`src/rtl/quiz_fluxo_dados.sv`:
```
// quiz_fluxo_dados: datapath for the quiz game, driven by the control-unit FSM.
// Ports:
//   clock, reset            : clock and asynchronous active-high reset
//   zeraR..zeraL            : synchronous clears (R, E, S, M, timer, LED register)
//   registraR, registraM    : load play register / answer register (+ LED enable)
//   contaE, contaS, contaTMR: increment address counter / round counter / timer
//   botoes                  : raw one-hot player buttons (asynchronous)
//   jogada                  : one-cycle pulse on a new button press
//   igual                   : R == M
//   timeout, fimTMR         : timer reached answer-window / display limit
//   enderecoIgualSequencia  : E == S
//   fimE, fimS              : E / S at last round
//   leds                    : answer LEDs (M while L is set)
//   db_*                    : debug views of S, E, R, M
module quiz_fluxo_dados #(
  parameter int N_RODADAS = 16,
  parameter int T_MOSTRA  = 2000,
  parameter int T_JOGADA  = 5000,
  parameter int W_TMR     = 13,
  localparam int W_E      = $clog2(N_RODADAS)
) (
  input  logic           clock,
  input  logic           reset,
  input  logic           zeraR,
  input  logic           zeraE,
  input  logic           zeraS,
  input  logic           zeraM,
  input  logic           zeraTMR,
  input  logic           zeraL,
  input  logic           registraR,
  input  logic           registraM,
  input  logic           contaE,
  input  logic           contaS,
  input  logic           contaTMR,
  input  logic [3:0]     botoes,
  output logic           jogada,
  output logic           igual,
  output logic           timeout,
  output logic           enderecoIgualSequencia,
  output logic           fimE,
  output logic           fimS,
  output logic           fimTMR,
  output logic [3:0]     leds,
  output logic [W_E-1:0] db_rodada,
  output logic [W_E-1:0] db_endereco,
  output logic [3:0]     db_jogada,
  output logic [3:0]     db_resposta
);

  localparam logic [W_E-1:0]   E_LAST  = W_E'(N_RODADAS - 1);
  localparam logic [W_TMR-1:0] TMR_MOS = W_TMR'(T_MOSTRA);
  localparam logic [W_TMR-1:0] TMR_JOG = W_TMR'(T_JOGADA);

  logic [W_E-1:0]   e_cnt;
  logic [W_E-1:0]   s_cnt;
  logic [3:0]       r_reg;
  logic [3:0]       m_reg;
  logic             l_reg;
  logic [W_TMR-1:0] tmr;
  logic [3:0]       sync1;
  logic [3:0]       botoes_sync;
  logic             any_d;
  logic             any;

  // Answer ROM: question i expects button (i mod 4), one-hot.
  function automatic logic [3:0] rom_answer(input logic [W_E-1:0] idx);
    logic [1:0] sel;
    sel = idx[1:0];
    return 4'b0001 << sel;
  endfunction

  // Modulo-N_RODADAS increment; explicit compare keeps it correct for non-power-of-2 N.
  function automatic logic [W_E-1:0] inc_mod(input logic [W_E-1:0] v);
    return (v == E_LAST) ? {W_E{1'b0}} : v + W_E'(1);
  endfunction

  // Address and round counters.
  always_ff @(posedge clock or posedge reset) begin
    if (reset) begin
      e_cnt <= '0;
      s_cnt <= '0;
    end else begin
      if (zeraE)       e_cnt <= '0;
      else if (contaE) e_cnt <= inc_mod(e_cnt);
      if (zeraS)       s_cnt <= '0;
      else if (contaS) s_cnt <= inc_mod(s_cnt);
    end
  end

  // Display/answer timer; saturates at T_JOGADA so timeout stays up until cleared.
  always_ff @(posedge clock or posedge reset) begin
    if (reset) begin
      tmr <= '0;
    end else if (zeraTMR) begin
      tmr <= '0;
    end else if (contaTMR && (tmr != TMR_JOG)) begin
      tmr <= tmr + W_TMR'(1);
    end
  end

  // Answer, play and LED-enable registers; clears win over loads.
  always_ff @(posedge clock or posedge reset) begin
    if (reset) begin
      r_reg <= 4'b0000;
      m_reg <= 4'b0000;
      l_reg <= 1'b0;
    end else begin
      if (zeraR)          r_reg <= 4'b0000;
      else if (registraR) r_reg <= botoes_sync;
      if (zeraM)          m_reg <= 4'b0000;
      else if (registraM) m_reg <= rom_answer(s_cnt);
      if (zeraL || zeraM) l_reg <= 1'b0;
      else if (registraM) l_reg <= 1'b1;
    end
  end

  // Two-flop synchronizer on the raw buttons plus the edge-detect flop.
  always_ff @(posedge clock or posedge reset) begin
    if (reset) begin
      sync1       <= 4'b0000;
      botoes_sync <= 4'b0000;
      any_d       <= 1'b0;
    end else begin
      sync1       <= botoes;
      botoes_sync <= sync1;
      any_d       <= any;
    end
  end

  assign any                    = |botoes_sync;
  assign jogada                 = any & ~any_d;
  assign igual                  = (r_reg == m_reg);
  assign enderecoIgualSequencia = (e_cnt == s_cnt);
  assign fimE                   = (e_cnt == E_LAST);
  assign fimS                   = (s_cnt == E_LAST);
  assign fimTMR                 = (tmr == TMR_MOS);
  assign timeout                = (tmr == TMR_JOG);
  assign leds                   = l_reg ? m_reg : 4'b0000;
  assign db_rodada              = s_cnt;
  assign db_endereco            = e_cnt;
  assign db_jogada              = r_reg;
  assign db_resposta            = m_reg;

endmodule

```
`config.mk`:
```
export PLATFORM = sky130hd
export DESIGN_NAME = quiz_fluxo_dados
export DESIGN_NICKNAME = d
export VERILOG_FILES = /design/src/rtl/quiz_fluxo_dados.sv
export SDC_FILE = /design/constraint.sdc
export NUM_CORES = 1
export LEC_CHECK = 0
export ABC_AREA = 1
export BUFFER_PORTS_ARGS = -buffer_cell sky130_fd_sc_hd__buf_2
export CELL_PAD_IN_SITES_DETAIL_PLACEMENT = 1
export CELL_PAD_IN_SITES_GLOBAL_PLACEMENT = 2
export CORE_MARGIN = 5
export CORE_UTILIZATION = 31
export CTS_CLUSTER_DIAMETER = 100
export CTS_CLUSTER_SIZE = 10
export DETAILED_ROUTE_END_ITERATION = 6
export PLACE_DENSITY = 0.78
export SLEW_MARGIN = 5
export SYNTH_ARGS = -nofsm -noshare
export SYNTH_HDL_FRONTEND = slang
export SYNTH_SLANG_ARGS = --single-unit
```
`constraint.sdc`:
```
create_clock -name clock -period 2.1 [get_ports clock]
set_clock_uncertainty 0.15 [all_clocks]
set_input_delay 0.525 -clock clock [delete_from_list [all_inputs] [get_ports clock]]
set_output_delay 0.525 -clock clock [all_outputs]
set_load 0.05 [all_outputs]
```
==> impl_metrics.yaml <==
timing:
  rsz0062_at_grt: "yes"
  finalCritPeriodShare: 0.988
  setup_viol: 0
  slew_headroom: 0.669
  whs_ps: 188
  finalHoldViolations: 0
  tightest_slew_ps: 497
  setup_slack_ps: 25.0
  fmax_mhz: 482
  slew_violations: 0
  period_needed_ps: 2080
yosys:
  synth_seq_cells: 39
  syn_inst: 277
  ys_warn_count: 0
  async_flop_share: 1.00
  synth_area_per_cell_um2: 7.83
  yosysUniqueCellTypes: 29
  synthFlopType: "dfrtp_1"
  synthesis.nets: 301
  yosysSeqAreaShare: 0.450
  netlist_area_um2: 2170
  synth_edf_count: 0
placement:
  placed_area_um2: 2570
  hpwl_um: 4410
  pre_cts_slack_ps: 120
  io_buffer_count: 43
  gp_congestion: 0.777
global_routing:
  overflow: 0
  grt_max_degree: 40
  grt_pass1_vias: 2039
  antenna_found_initial: 0
  grt_usage: 0.141
  grt_pass1_wl_um: 9890
worst_setup_path:
  cp_max_fo: 3
  cp.arrival_ps: 1400
  reg2reg_from: "tmr[0]"
  reg2reg_to: "tmr[8]"
  ff2ff_path_depth: 10
  rrSetupSlack_ps: 360
  start_kind: "register"
  end_kind: "output port"
  cp.required_ps: 1420
  critPathKind: "reg2out"
routing:
  drc: 0
  drt_wl_total_um: 6010
  wl_per_cell_um: 13.4
  drt_iter0_markers: 77
  vias: 2039
  ant_nets: 0
  viasPerCell: 4.56
  dr.pass1.iters: 4
power:
  peakVddDrop_v: 0.000229
  leakagePower_uw: 0.00147
  p_per_area_nw_per_um2: 594
cells_and_area:
  largest_reg_flops: 13
  mostFrequentLayoutCells: "nand2_1 (64), buf_2 (37), inv_1 (36)"
  fin_nets: 374
  fillers: 824
  synthToLayoutAreaGrowth_pct: 35.0
  regMostFlops: "tmr"
  layout-drive-gt1-share: 0.362
  num_antenna_cells: 0
  design_area_um2: 2930
  layout_commonest_cell: "nand2_1"
cts:
  clock-sinks: 39
  holdBufCountCts: 0
  clock_latency_ps: 290
  clk_pin_slew_worst_paths_ps: 80
  clockRootBuffer: "clkbuf_8"
  cts_tree: "yes"
  cts_buffers: 5
  htreeDepth: 2
  clk_path_buf_depth: 2
hold_path:
  min_to: "sync1[1]"
  whs_path_depth: 1
  min_from: "botoes[1]"
  hold_path_class: "in2reg"
die:
  die_h_um: 93.7
  floorplan.initialDensity: 0.319
  die-area_um2: 8770
  rows: 30
  die_w_um: 93.7
  ios: 44
  fp.coreArea_um2: 6790
outcome:
  outcome: "complete, no violations"
job:
  drv_cap: 0
## area by class of cell
type | instances | area [um2] | area share
clock buffer | 5 | 68.8 | 0.0235
sequential | 39 | 988 | 0.337
clock inverter | 3 | 43.8 | 0.0150
tap | 96 | 120 | 0.0410
timing repair buffer | 69 | 444 | 0.152
inverter | 50 | 190 | 0.0649
multi-input combinational | 185 | 1070 | 0.367
## metrics by stage
| step | setup TNS (ps) | std cells | utilization | total power [uW] |
|---|---|---|---|---|
| after floorplan | 0 | 277 | - | 1010 |
| after global placement | 0 | 417 | 0.379 | 1090 |
| after detailed placement | 0 | 417 | 0.379 | 1090 |
| after CTS | 0 | 437 | 0.417 | 1770 |
| after global routing | -199 | 447 | 0.431 | 1840 |
| final | 0 | 447 | 0.431 | 1740 |
## per-layer routing
layer	up-vias	wire [um]	global-route usage
met2	30	3020	0.244
met1	981	2700	0.178
met4	0	53	0.0337
met3	4	238	0.0296
li1	1024	-	-
met5	-	0	0
## worst max-delay path, stage by stage, from the launching register on
cell	delay (ps)
dfrtp_1	440
xnor2_2	170
nand2_1	100
a221oi_4	210
buf_6	200
## cell usage after synthesis (all sizes together), types with 2 or more instances
master	n	area share
or2	2	0.0058
inv	50	0.087
a21oi	2	0.0046
nand3	28	0.070
nand2	72	0.14
ha	7	0.040
xnor2	2	0.0081
buf	3	0.0092
xor2	5	0.020
nor2	28	0.055
a221oi	2	0.0081
dfrtp	39	0.45
o22ai	5	0.014
o21ai	14	0.041
nor3	5	0.012
nand4	9	0.026
## power by group
part / internal [uW] / switching [uW]
Combinational: 103 / 206
Clock: 354 / 273
Sequential: 779 / 27.0
Total: 1240 / 506
## cells by family after synthesis
group | count (synthesis) | share of synthesized area
AO/OA/AOI/OAI | 25 | 0.0750
XOR/XNOR | 7 | 0.0283
adder cells (fa/ha/maj) | 7 | 0.0404
buffers and inverters | 53 | 0.0957
flip-flops | 39 | 0.450
AND/OR/NAND/NOR | 146 | 0.311
## repair_timing
action,CTS,global route
cloned,0,0
endpoints found under the setup margin,4,6
resized for setup,22,12
pin swaps,6,3
setup buffers,13,10
## worst max-delay path by stage
| stage | from | end | slack [ps] | depth (start not counted) |
|---|---|---|---|---|
| floorplan | db_resposta[1] | igual | 10 | 2 |
| CTS | tmr[8] | fimTMR | 0.002 | 3 |
| global route | tmr[4] | fimTMR | -100 | 3 |
| global placement | tmr[1] | fimTMR | 170 | 5 |
| finish | db_jogada[3] | igual | 20 | 4 |
| detailed placement | tmr[0] | timeout | 120 | 7 |
Power figures use the tool's default switching activity.
